$ cat src/rtl/barrel_shifter_arbiter_if.sv
// Request/response bundle between two operation sources and the shared shifter arbiter.
// The master side drives requests and rsp_ready. The slave side is the arbiter.
interface barrel_shifter_arbiter_if;
    logic       a_valid;
    logic       a_ready;
    logic       a_select;
    logic       a_direction;
    logic [1:0] a_shift_value;
    logic [3:0] a_din;
    logic       b_valid;
    logic       b_ready;
    logic       b_select;
    logic       b_direction;
    logic [1:0] b_shift_value;
    logic [3:0] b_din;
    logic       rsp_valid;
    logic       rsp_ready;
    logic       rsp_id;
    logic [3:0] rsp_dout;
    logic [7:0] ops_done;

    modport master (
        output a_valid, a_select, a_direction, a_shift_value, a_din,
        output b_valid, b_select, b_direction, b_shift_value, b_din,
        output rsp_ready,
        input  a_ready, b_ready, rsp_valid, rsp_id, rsp_dout, ops_done
    );

    modport slave (
        input  a_valid, a_select, a_direction, a_shift_value, a_din,
        input  b_valid, b_select, b_direction, b_shift_value, b_din,
        input  rsp_ready,
        output a_ready, b_ready, rsp_valid, rsp_id, rsp_dout, ops_done
    );
endinterface

$ cat src/rtl/barrel_shifter_arbiter.sv
// Round-robin arbiter sharing one 4-bit shifter between A and B. Result is registered: rsp_valid one cycle after the grant.
// Requests stall (ready low) while a response waits on rsp_ready; at most one op per two cycles.
module barrel_shifter (
    input  logic       select,
    input  logic       direction,
    input  logic [1:0] shift_value,
    input  logic [3:0] din,
    output logic [3:0] dout
);
    always_comb begin
        dout = din;
        unique case ({select, direction})
            2'b00:   dout = din >> shift_value;
            2'b01:   dout = din << shift_value;
            2'b10:   dout = 4'({din, din} >> shift_value);
            default: dout = 4'({din, din} >> (3'd4 - {1'b0, shift_value}));
        endcase
    end
endmodule

module barrel_shifter_arbiter #(
    parameter bit PRIORITY_INIT = 1'b0
) (
    input logic                     clk,
    input logic                     rst,
    barrel_shifter_arbiter_if.slave bus
);
    typedef enum logic {IDLE, RESP} state_t;

    typedef struct packed {
        logic       select;
        logic       direction;
        logic [1:0] shift_value;
        logic [3:0] din;
    } op_t;

    state_t     state;
    state_t     state_nxt;
    logic       last_grant;
    logic       grant;
    logic       accept;
    logic       rsp_fire;
    op_t        a_op;
    op_t        b_op;
    op_t        sh_op;
    logic [3:0] sh_dout;
    logic       rsp_id;
    logic [3:0] rsp_dout;
    logic [7:0] ops_done;

    assign a_op = '{select: bus.a_select, direction: bus.a_direction,
                    shift_value: bus.a_shift_value, din: bus.a_din};
    assign b_op = '{select: bus.b_select, direction: bus.b_direction,
                    shift_value: bus.b_shift_value, din: bus.b_din};

    // With no request pending grant stays 0, so A's fields feed the idle shifter.
    always_comb begin
        grant = 1'b0;
        if (bus.a_valid && bus.b_valid)
            grant = ~last_grant;
        else if (bus.b_valid)
            grant = 1'b1;
        sh_op = grant ? b_op : a_op;
    end

    barrel_shifter u_shifter (
        .select      (sh_op.select),
        .direction   (sh_op.direction),
        .shift_value (sh_op.shift_value),
        .din         (sh_op.din),
        .dout        (sh_dout)
    );

    always_comb begin
        state_nxt     = state;
        bus.a_ready   = 1'b0;
        bus.b_ready   = 1'b0;
        bus.rsp_valid = 1'b0;
        unique case (state)
            IDLE: begin
                bus.a_ready = bus.a_valid && !grant;
                bus.b_ready = bus.b_valid && grant;
                if (bus.a_valid || bus.b_valid)
                    state_nxt = RESP;
            end
            default: begin
                bus.rsp_valid = 1'b1;
                if (bus.rsp_ready)
                    state_nxt = IDLE;
            end
        endcase
    end

    assign accept   = bus.a_ready || bus.b_ready;
    assign rsp_fire = bus.rsp_valid && bus.rsp_ready;

    always_ff @(posedge clk) begin
        if (rst) begin
            state      <= IDLE;
            last_grant <= ~PRIORITY_INIT;
            rsp_id     <= 1'b0;
            rsp_dout   <= 4'b0000;
            ops_done   <= 8'd0;
        end else begin
            state <= state_nxt;
            if (accept) begin
                rsp_dout   <= sh_dout;
                rsp_id     <= grant;
                last_grant <= grant;
            end
            if (rsp_fire)
                ops_done <= ops_done + 8'd1;
        end
    end

    assign bus.rsp_id   = rsp_id;
    assign bus.rsp_dout = rsp_dout;
    assign bus.ops_done = ops_done;
endmodule

$ cat src/flat_wrapper.sv
// flat-port wrapper written by rule: the top's interface ports become plain ports
module barrel_shifter_arbiter_flat 
#(
    parameter bit PRIORITY_INIT = 1'b0
)
  (clk, rst, bus_a_valid, bus_a_select, bus_a_direction, bus_a_shift_value, bus_a_din, bus_b_valid, bus_b_select, bus_b_direction, bus_b_shift_value, bus_b_din, bus_rsp_ready, bus_a_ready, bus_b_ready, bus_rsp_valid, bus_rsp_id, bus_rsp_dout, bus_ops_done);
  barrel_shifter_arbiter_if bus_i ();
  input logic clk;
  input logic rst;
  input wire logic [$bits(bus_i.a_valid)-1:0] bus_a_valid;
  input wire logic [$bits(bus_i.a_select)-1:0] bus_a_select;
  input wire logic [$bits(bus_i.a_direction)-1:0] bus_a_direction;
  input wire logic [$bits(bus_i.a_shift_value)-1:0] bus_a_shift_value;
  input wire logic [$bits(bus_i.a_din)-1:0] bus_a_din;
  input wire logic [$bits(bus_i.b_valid)-1:0] bus_b_valid;
  input wire logic [$bits(bus_i.b_select)-1:0] bus_b_select;
  input wire logic [$bits(bus_i.b_direction)-1:0] bus_b_direction;
  input wire logic [$bits(bus_i.b_shift_value)-1:0] bus_b_shift_value;
  input wire logic [$bits(bus_i.b_din)-1:0] bus_b_din;
  input wire logic [$bits(bus_i.rsp_ready)-1:0] bus_rsp_ready;
  output wire logic [$bits(bus_i.a_ready)-1:0] bus_a_ready;
  output wire logic [$bits(bus_i.b_ready)-1:0] bus_b_ready;
  output wire logic [$bits(bus_i.rsp_valid)-1:0] bus_rsp_valid;
  output wire logic [$bits(bus_i.rsp_id)-1:0] bus_rsp_id;
  output wire logic [$bits(bus_i.rsp_dout)-1:0] bus_rsp_dout;
  output wire logic [$bits(bus_i.ops_done)-1:0] bus_ops_done;
  assign bus_i.a_valid = bus_a_valid;
  assign bus_i.a_select = bus_a_select;
  assign bus_i.a_direction = bus_a_direction;
  assign bus_i.a_shift_value = bus_a_shift_value;
  assign bus_i.a_din = bus_a_din;
  assign bus_i.b_valid = bus_b_valid;
  assign bus_i.b_select = bus_b_select;
  assign bus_i.b_direction = bus_b_direction;
  assign bus_i.b_shift_value = bus_b_shift_value;
  assign bus_i.b_din = bus_b_din;
  assign bus_i.rsp_ready = bus_rsp_ready;
  assign bus_a_ready = bus_i.a_ready;
  assign bus_b_ready = bus_i.b_ready;
  assign bus_rsp_valid = bus_i.rsp_valid;
  assign bus_rsp_id = bus_i.rsp_id;
  assign bus_rsp_dout = bus_i.rsp_dout;
  assign bus_ops_done = bus_i.ops_done;
  barrel_shifter_arbiter #(.PRIORITY_INIT(PRIORITY_INIT)) u_core (.clk(clk), .rst(rst), .bus(bus_i));
endmodule
$ cat config.mk
export PLATFORM = sky130hd
export DESIGN_NAME = barrel_shifter_arbiter_flat
export DESIGN_NICKNAME = d
export VERILOG_FILES = /design/src/rtl/barrel_shifter_arbiter_if.sv /design/src/rtl/barrel_shifter_arbiter.sv /design/src/flat_wrapper.sv
export SDC_FILE = /design/constraint.sdc
export NUM_CORES = 1
export LEC_CHECK = 0
export ABC_AREA = 0
export CAP_MARGIN = 20
export CORE_UTILIZATION = 39
export DETAILED_ROUTE_END_ITERATION = 16
export GPL_ROUTABILITY_DRIVEN = 0
export PLACE_DENSITY = 0.68
export SLEW_MARGIN = 5
export SYNTH_ARGS = -nofsm -noshare
export SYNTH_HDL_FRONTEND = slang
export SYNTH_SLANG_ARGS = --single-unit
$ cat constraint.sdc
create_clock -name clk -period 1.9 [get_ports clk]
set_clock_uncertainty 0.05 [all_clocks]
set_input_delay 0.38 -clock clk [delete_from_list [all_inputs] [get_ports clk]]
set_output_delay 0.38 -clock clk [all_outputs]
set_load 0.03 [all_outputs]
==> results.txt, run 1 <==
The flow ran to the end, but the final reports show violations. The final reports fail on negative setup slack. For the pin with the worst max-slew slack, the measured transition is 0.402 ns. The number of nets with antenna violations after routing is 0. The total grt overflow came out at 0. For this run, the top clock speed supported by timing is about 0.52 GHz. The initial antenna violation count came out at 0. The post-route core utilization is 64.5%. The max-slew violation count is 0. After detailed routing, the met3 layer carries 261 µm of wire. Counting along the longest clock path gives a buffer depth of 2. The worst path in the final design needs a cycle of 1.91 ns, including I/O delays and setup. The TritonCTS sink count came out at 15. Data on the critical path arrives at its endpoint at 2.05 ns. The leakage dissipation came out at approximately 0.88 nW. The post-detailed-route wirelength per cell is 14.2 µm. The required time at the worst-slack endpoint is 2.04 ns. The fraction of registers with async set/reset came out at 0%. The uppermost signal routing layer after detailed routing is met4. CTS built an H-tree with a depth of 1. The overall global routing resource usage came out at between 20% and 30%. Of the cells placed in the final design, the portion with a size suffix greater than 1 is 28.2%. The number of placed I/O pins came out at 37. The power density over the cells is between 400 and 500 nW/µm².

The area of the placeable core is about 3100 µm². The clock buffer count from CTS is 3. The count of flip-flops with a built-in enable after synthesis is 0. The number of buffers inserted to repair setup after CTS came out at 0. In this run the worst path has a maximum fanout of 2.

The via total after detailed routing is 1470. In the routed design, unresolved DRC markers number 0. The count of unique library cells instantiated by Yosys is 50. After clock tree synthesis, the clock-pin slew on the worst setup and hold paths is 0.08 ns. The count of buffers added on input and output ports is 36. The post-route worst setup slack is -0.00584 ns. The minimum setup slack after placement came out at -0.572 ns. For this run, the post-layout net count is 250. The number of rows created at floorplan came out at 20. The floorplan step set the die height to between 50 and 60 µm.

The mean instance size in the synthesized netlist is 7.65 µm². After routing, the total negative slack on setup checks comes to -0.00584 ns. The switching power came out at 344 µW. In the layout the commonest cells are sky130_fd_sc_hd__buf_4 (37), sky130_fd_sc_hd__clkdlybuf4s50_1 (23), sky130_fd_sc_hd__nor2_1 (17).

The peak supply drop is 0.275 mV. The worst setup path is of the input port to flop kind. The number of antenna diodes in the final layout is 0. The die is 58.6 µm wide. For this block, wires on met1 add up to 1.78 mm. The register bit count reported by yosys is 15.

The number of DRC violations after detailed-routing iteration 0 came out at around 100. The filler cells instantiated in the layout total approximately 290. The library cell used most frequently in the layout, excluding fill and tap cells, is sky130_fd_sc_hd__buf_4. The share of total power dissipated in sequential elements is 35.3%. Synthesis produced a netlist with a net count of 185.

STA classifies the critical path endpoint as a flop. The count of endpoints failing hold in the final timing report was 0. The most instantiated flip-flop cell in the synthesis netlist is sky130_fd_sc_hd__dfxtp_1. The area of the die came out at 3430 µm².

The post-synth design cell area came out at 1250 µm². The first TritonRoute pass finished after 4 iterations. After layout, the worst path uses 100% of the clock period. The total internal power is approximately 630 µW.

The total number of yosys warnings is 0. Entering global routing, the biggest net connects 16 pins. The clock network is responsible for 19.2% of the overall power.

The first global-routing pass estimated between 6 and 7 mm of wire. STA classifies the critical path startpoint as an input port. Relative to the synthesized area, the layout overhead comes to 57.9%. The starting density of the core came out at between 40% and 50%. The cell chosen for the clock root is sky130_fd_sc_hd__clkbuf_4. The sequential cells in the finished layout cover a total of a little over 300 µm². The number of endpoints failing setup at the final stage is 1. The kind of path behind the tightest hold check is flop to flop.

The via count of the first global-routing pass is 1461. The combinational share of power is 45.5%. Summed over all nets, the half-perimeter wirelength after detailed placement is roughly 3.0 mm. The share of the yosys chip area belonging to registers is 24.1%. The clock latency on the worst-skew pair is 0.29 ns. The worst max-slew margin expressed relative to the limit came out at 73.0%. The average via count per standard cell came out at 5.42. TritonCTS built the clock tree. In the final layout, the multi-input gates occupy 940 µm².

The switching share of power is 35.2%. After detailed routing, the met2 layer carries 1.81 mm of wire. The max-cap violation count came out at 0. The synthesized instance count came out at 163. The total wire length after detailed routing came out at 3.86 mm.
## per-layer routing
layer	up-vias	global-route usage, %
met4	0	4.42
met5	-	0
met3	2	3.30
li1	735	-
met1	673	31.5
met2	60	39.7
## sequential cells by signal, summed over array words and instances (netlist names)
name                 cells
u_core.last_grant        1
u_core.bus.rsp_id        1
u_core.bus.ops_done      8
u_core.state             1
u_core.bus.rsp_dout      4
## per-stage QoR
stage | instances | total power, mW | area (µm²) | hold WS [ns]
6_report | 271 | 0.979 | 1970 | 0.459
5_1_grt | 271 | 1.03 | 1970 | 0.499
4_1_cts | 271 | 0.969 | 1920 | 0.459
3_5_place_dp | 267 | 0.775 | 1880 | 0.446
3_3_place_gp | 267 | 0.768 | 1880 | 0.428
2_1_floorplan | 163 | 0.581 | 1250 | 0.402
## what timing repair did
action | CTS | global route
resized for setup | 10 | 18
pin swaps | 1 | 5
hold endpoints to repair | 0 | 0
endpoints found under the setup margin | 6 | 5
hold buffers | 0 | 0
## cell type report
cell class | instances | area share [%]
timing repair buffer | 72 | 32.2
sequential | 15 | 15.3
clock buffer | 3 | 1.14
inverter | 3 | 0.572
multi-input combinational | 133 | 47.7
tap | 44 | 2.80
clock inverter | 1 | 0.254
## Yosys cell counts (3+ instances only)
master                     count  area [µm²]
sky130_fd_sc_hd__a21oi_1      12        60.1
sky130_fd_sc_hd__a311oi_1      3        26.3
sky130_fd_sc_hd__a31oi_1       6        37.5
sky130_fd_sc_hd__and3_1        6        37.5
sky130_fd_sc_hd__buf_2         3        15.0
sky130_fd_sc_hd__clkbuf_1      8        30.0
sky130_fd_sc_hd__dfxtp_1      15         300
sky130_fd_sc_hd__mux2_4        3        45.0
sky130_fd_sc_hd__mux2i_1       7        70.1
sky130_fd_sc_hd__nand2_1      14        52.6
sky130_fd_sc_hd__nand2b_1      6        37.5
sky130_fd_sc_hd__nand3_1       5        25.0
sky130_fd_sc_hd__nor2_1       17        63.8
sky130_fd_sc_hd__nor2b_1       3        18.8
sky130_fd_sc_hd__nor3_1        4        20.0
sky130_fd_sc_hd__nor3b_1       3        22.5
sky130_fd_sc_hd__o21ai_1       3        15.0
sky130_fd_sc_hd__xor2_1        5        43.8
## final timing paths
check | start | end | slack (ns) | cells past startpoint
worst max-delay path | bus_b_din[3] | u_core.bus.rsp_dout[0] | -0.006 | 7
worst min-delay path | u_core.bus.rsp_dout[1] | u_core.bus.rsp_dout[1] | 0.46 | 2
worst max register to register | u_core.last_grant | u_core.bus.rsp_dout[0] | 0.07 | 6
worst min register to register | u_core.bus.rsp_dout[1] | u_core.bus.rsp_dout[1] | 0.46 | 2
## power groups by stage
stage               combinational [mW]  clock, mW  sequential (mW)
floorplan                        0.199          0            0.382
global placement                 0.417          0            0.351
detailed placement               0.423          0            0.351
CTS                              0.429      0.195            0.345
global route                     0.479      0.202            0.348
finish                           0.445      0.188            0.346
## cells by family (layout without fill, tap and decap cells)
| kind of cell | Yosys count | after routing | synth area share, % |
|---|---|---|---|
| adder cells (fa/ha/maj) | 1 | 1 | 1.00 |
| AO/OA/AOI/OAI | 46 | 46 | 25.9 |
| AND/OR/NAND/NOR | 67 | 67 | 27.5 |
| flip-flops | 15 | 15 | 24.1 |
| XOR/XNOR | 7 | 7 | 4.91 |
| buffers and inverters | 15 | 79 | 5.42 |
| multiplexers | 12 | 12 | 11.2 |
## worst max-delay path: stages
cell and delay, ns:
sky130_fd_sc_hd__clkdlybuf4s50_1 0.51, sky130_fd_sc_hd__mux2i_1 0.12, sky130_fd_sc_hd__mux2_4 0.29, sky130_fd_sc_hd__mux2_4 0.28, sky130_fd_sc_hd__a21oi_2 0.14, sky130_fd_sc_hd__nand2_1 0.07
sky130_fd_sc_hd__a311oi_1 0.27
No activity file was read; power rests on OpenSTA's default activity.
==> run 2, diff against run 1 <==
--- a/config.mk
+++ b/config.mk
@@ -7,7 +7,9 @@
 export LEC_CHECK = 0
 export ABC_AREA = 0
 export CAP_MARGIN = 20
+export CORE_MARGIN = 2
 export CORE_UTILIZATION = 39
+export CTS_BUF_LIST = sky130_fd_sc_hd__clkbuf_16
 export DETAILED_ROUTE_END_ITERATION = 16
 export GPL_ROUTABILITY_DRIVEN = 0
 export PLACE_DENSITY = 0.68
==> results.txt, run 2 (same netlist as run 1, synthesis figures left out) <==
The run finished with clean final reports. The clock latency on the worst-skew pair came to 0.25 ns (-0.04 ns). The endpoint arrival time on the critical path is 1.40 ns (-0.65 ns). The number of flip-flops under the largest register name is 8 (unchanged).

The starting density of the core came to 40.9% (unchanged). The highest cell delay on the worst timing path is 0.72 ns (+0.21 ns). The via count of the first global-routing pass was 1388 (-5.0%).

The minimum hold slack is 0.441 ns (-0.0180 ns). The cell with the largest stage delay on the worst path is sky130_fd_sc_hd__clkdlybuf4s50_1. The average via count per standard cell is 5.64 (+4.0%). In this design, the largest share of critical-path delay is due to buffers and inverters. The register with the most flip-flops is u_core.bus.ops_done. The final net count is 250 (unchanged). The total grt overflow was 0 (unchanged). The worst max-slew margin expressed relative to the limit came out at 74.5% (+1.5 points). The ratio of final minimum period to clock period is 96.5% (-3.8 points). The peak supply drop came out at 0.502 mV (+83%). By startpoint and endpoint, the worst setup path is classified as flop to output port.

The max-cap violation count is 0 (unchanged). The estimated wirelength of the detail-placed design came out at 3.04 mm (+0.62%). The area added between synthesis and finish is 63.7%. The power density over the cells came out at 595 nW/µm² (+20%). The die outline height came out at 60.6 µm (+3.4%).

The library cell used most frequently in the layout, excluding fill and tap cells, is sky130_fd_sc_hd__buf_4. The clock-pin slew of the registers on the worst-case setup and hold paths came out at 0.05 ns (-0.03 ns). The largest net degree at the start of global routing came out at 16 (unchanged). Setup repair after global routing could not meet its margin everywhere. The total of buffers placed on input and output ports came out at 36 (unchanged). The number of buffers inserted for hold repair after clock tree synthesis came out at 0 (unchanged). The transition time at the pin with the least slew margin came out at 0.383 ns (-0.0193 ns). The minimum setup slack after placement came out at -0.503 ns (+0.0690 ns). The peak clock frequency supported by timing is 0.545 GHz (+3.9%). In the layout the commonest cells are sky130_fd_sc_hd__buf_4 (36), sky130_fd_sc_hd__clkdlybuf4s50_1 (18), sky130_fd_sc_hd__nor2_1 (17).

TritonCTS built the clock tree. The number of endpoints failing setup at the final stage is 0 (-1). The required time at the worst-slack endpoint was 1.47 ns (-0.57 ns). The TritonCTS sink count came out at 15 (unchanged). The area of the placeable core came out at 3050 µm² (unchanged).

The final routed DRC violation total came to 0 (unchanged). The number of buffer and inverter instances along the worst setup path came out at 1 (unchanged). The area of the die came out at 3670 µm² (+6.9%). The post-detailed-route wirelength per cell came to 15.4 µm (+8.0%). The worst setup path is captured at an output port. The largest fanout of any net on the critical path came out at 7 (+5).

The number of rows created at floorplan is 20 (unchanged). The overall global routing resource usage is 23.3% (+0.044 points). The nature of the critical path startpoint is a flop. The floorplan die width came out at 60.6 µm (+3.4%). The clock buffer count from CTS came to 3 (unchanged). The share of layout cells above drive strength 1 is 29.5% (+1.3 points). The global-route wire length before repair came out at 6.49 mm (+2.7%). The maximum count of clock buffers along a single path was 2 (unchanged). The number of DRC violations after detailed-routing iteration 0 came out at 105 (+1.9%). The cell chosen for the clock root is sky130_fd_sc_hd__clkbuf_16. The max-slew violation count came out at 0 (unchanged).

In the final layout, the registers with the most flip-flops are u_core.bus.ops_done (8), u_core.bus.rsp_dout (4). The number of nets with antenna violations after routing came to 0 (unchanged). The number of diodes came out at 0 (unchanged). The number of placed I/O pins came out at 37 (unchanged). The level count of the clock H-tree came to 1 (unchanged). The leakage dissipation is 0.917 nW (+4.3%). The detailed-router iteration count before antenna repair is 4 (unchanged). In this run the worst hold path is classified as flop to flop.

The signal on the critical path passes through clkdlybuf4s50_1. The total wire length after detailed routing came out at 4.17 mm (+8.0%). The post-route worst setup slack is 0.0663 ns (+0.0722 ns). The via total after detailed routing was 1529 (+4.0%). The clock period minus worst slack is 1.83 ns (-0.0722 ns).

The initial antenna violation count is 0 (unchanged). The count of endpoints failing hold in the final timing report is 0 (unchanged).
## run 2: final timing paths
check | startpoint | end | slack [ns] | cells after the start
min | u_core.bus.rsp_id | u_core.bus.rsp_id | 0.44 | 2
min reg2reg | u_core.bus.rsp_id | u_core.bus.rsp_id | 0.44 | 2
max | u_core.state | bus_rsp_valid | 0.07 | 1
max reg2reg | u_core.last_grant | u_core.bus.rsp_dout[0] | 0.12 | 6
## run 2: final cells by class
cell class / count / area (µm²)
inverter: 3 / 11.3
sequential: 15 / 304
multi-input combinational: 133 / 960
fill: 266 / 1010
timing repair buffer: 72 / 632
clock buffer: 3 / 75.1
tap: 44 / 55.1
clock inverter: 1 / 5.00
## run 2: what timing repair did
action | in CTS | in global routing
resized for setup | 14 | 27
pin swaps | 0 | 6
setup buffers | 1 | 1
setup endpoints to repair | 6 | 4
## run 2: per-stage QoR
stage,std cells,TNS (ns),power (mW),area [µm²],utilization (%)
floorplan,163,0,0.581,1250,-
global placement,266,-1.74,0.766,1870,61.2
detailed placement,266,-2.05,0.774,1870,61.2
CTS,271,0,1.20,1980,64.7
global route,271,-0.0361,1.27,2040,66.9
finish,271,0,1.21,2040,66.9
## run 2: per-layer routing
metal / wire (µm) / part of all wire [%] / vias up / track usage (%)
li1: - / - / 733 / -
met1: 1750 / 42 / 693 / 31.1
met3: 366 / 8.8 / 14 / 5.97
met5: 0 / 0 / - / 0
met2: 1980 / 47 / 89 / 38.2
met4: 80 / 1.9 / 0 / 5.28
## run 2: power breakdown
part | internal (mW) | leakage (nW) | switching, mW
sequential | 0.334 | 0.123 | 0.0153
clock | 0.281 | 0.0409 | 0.131
combinational | 0.225 | 0.754 | 0.228
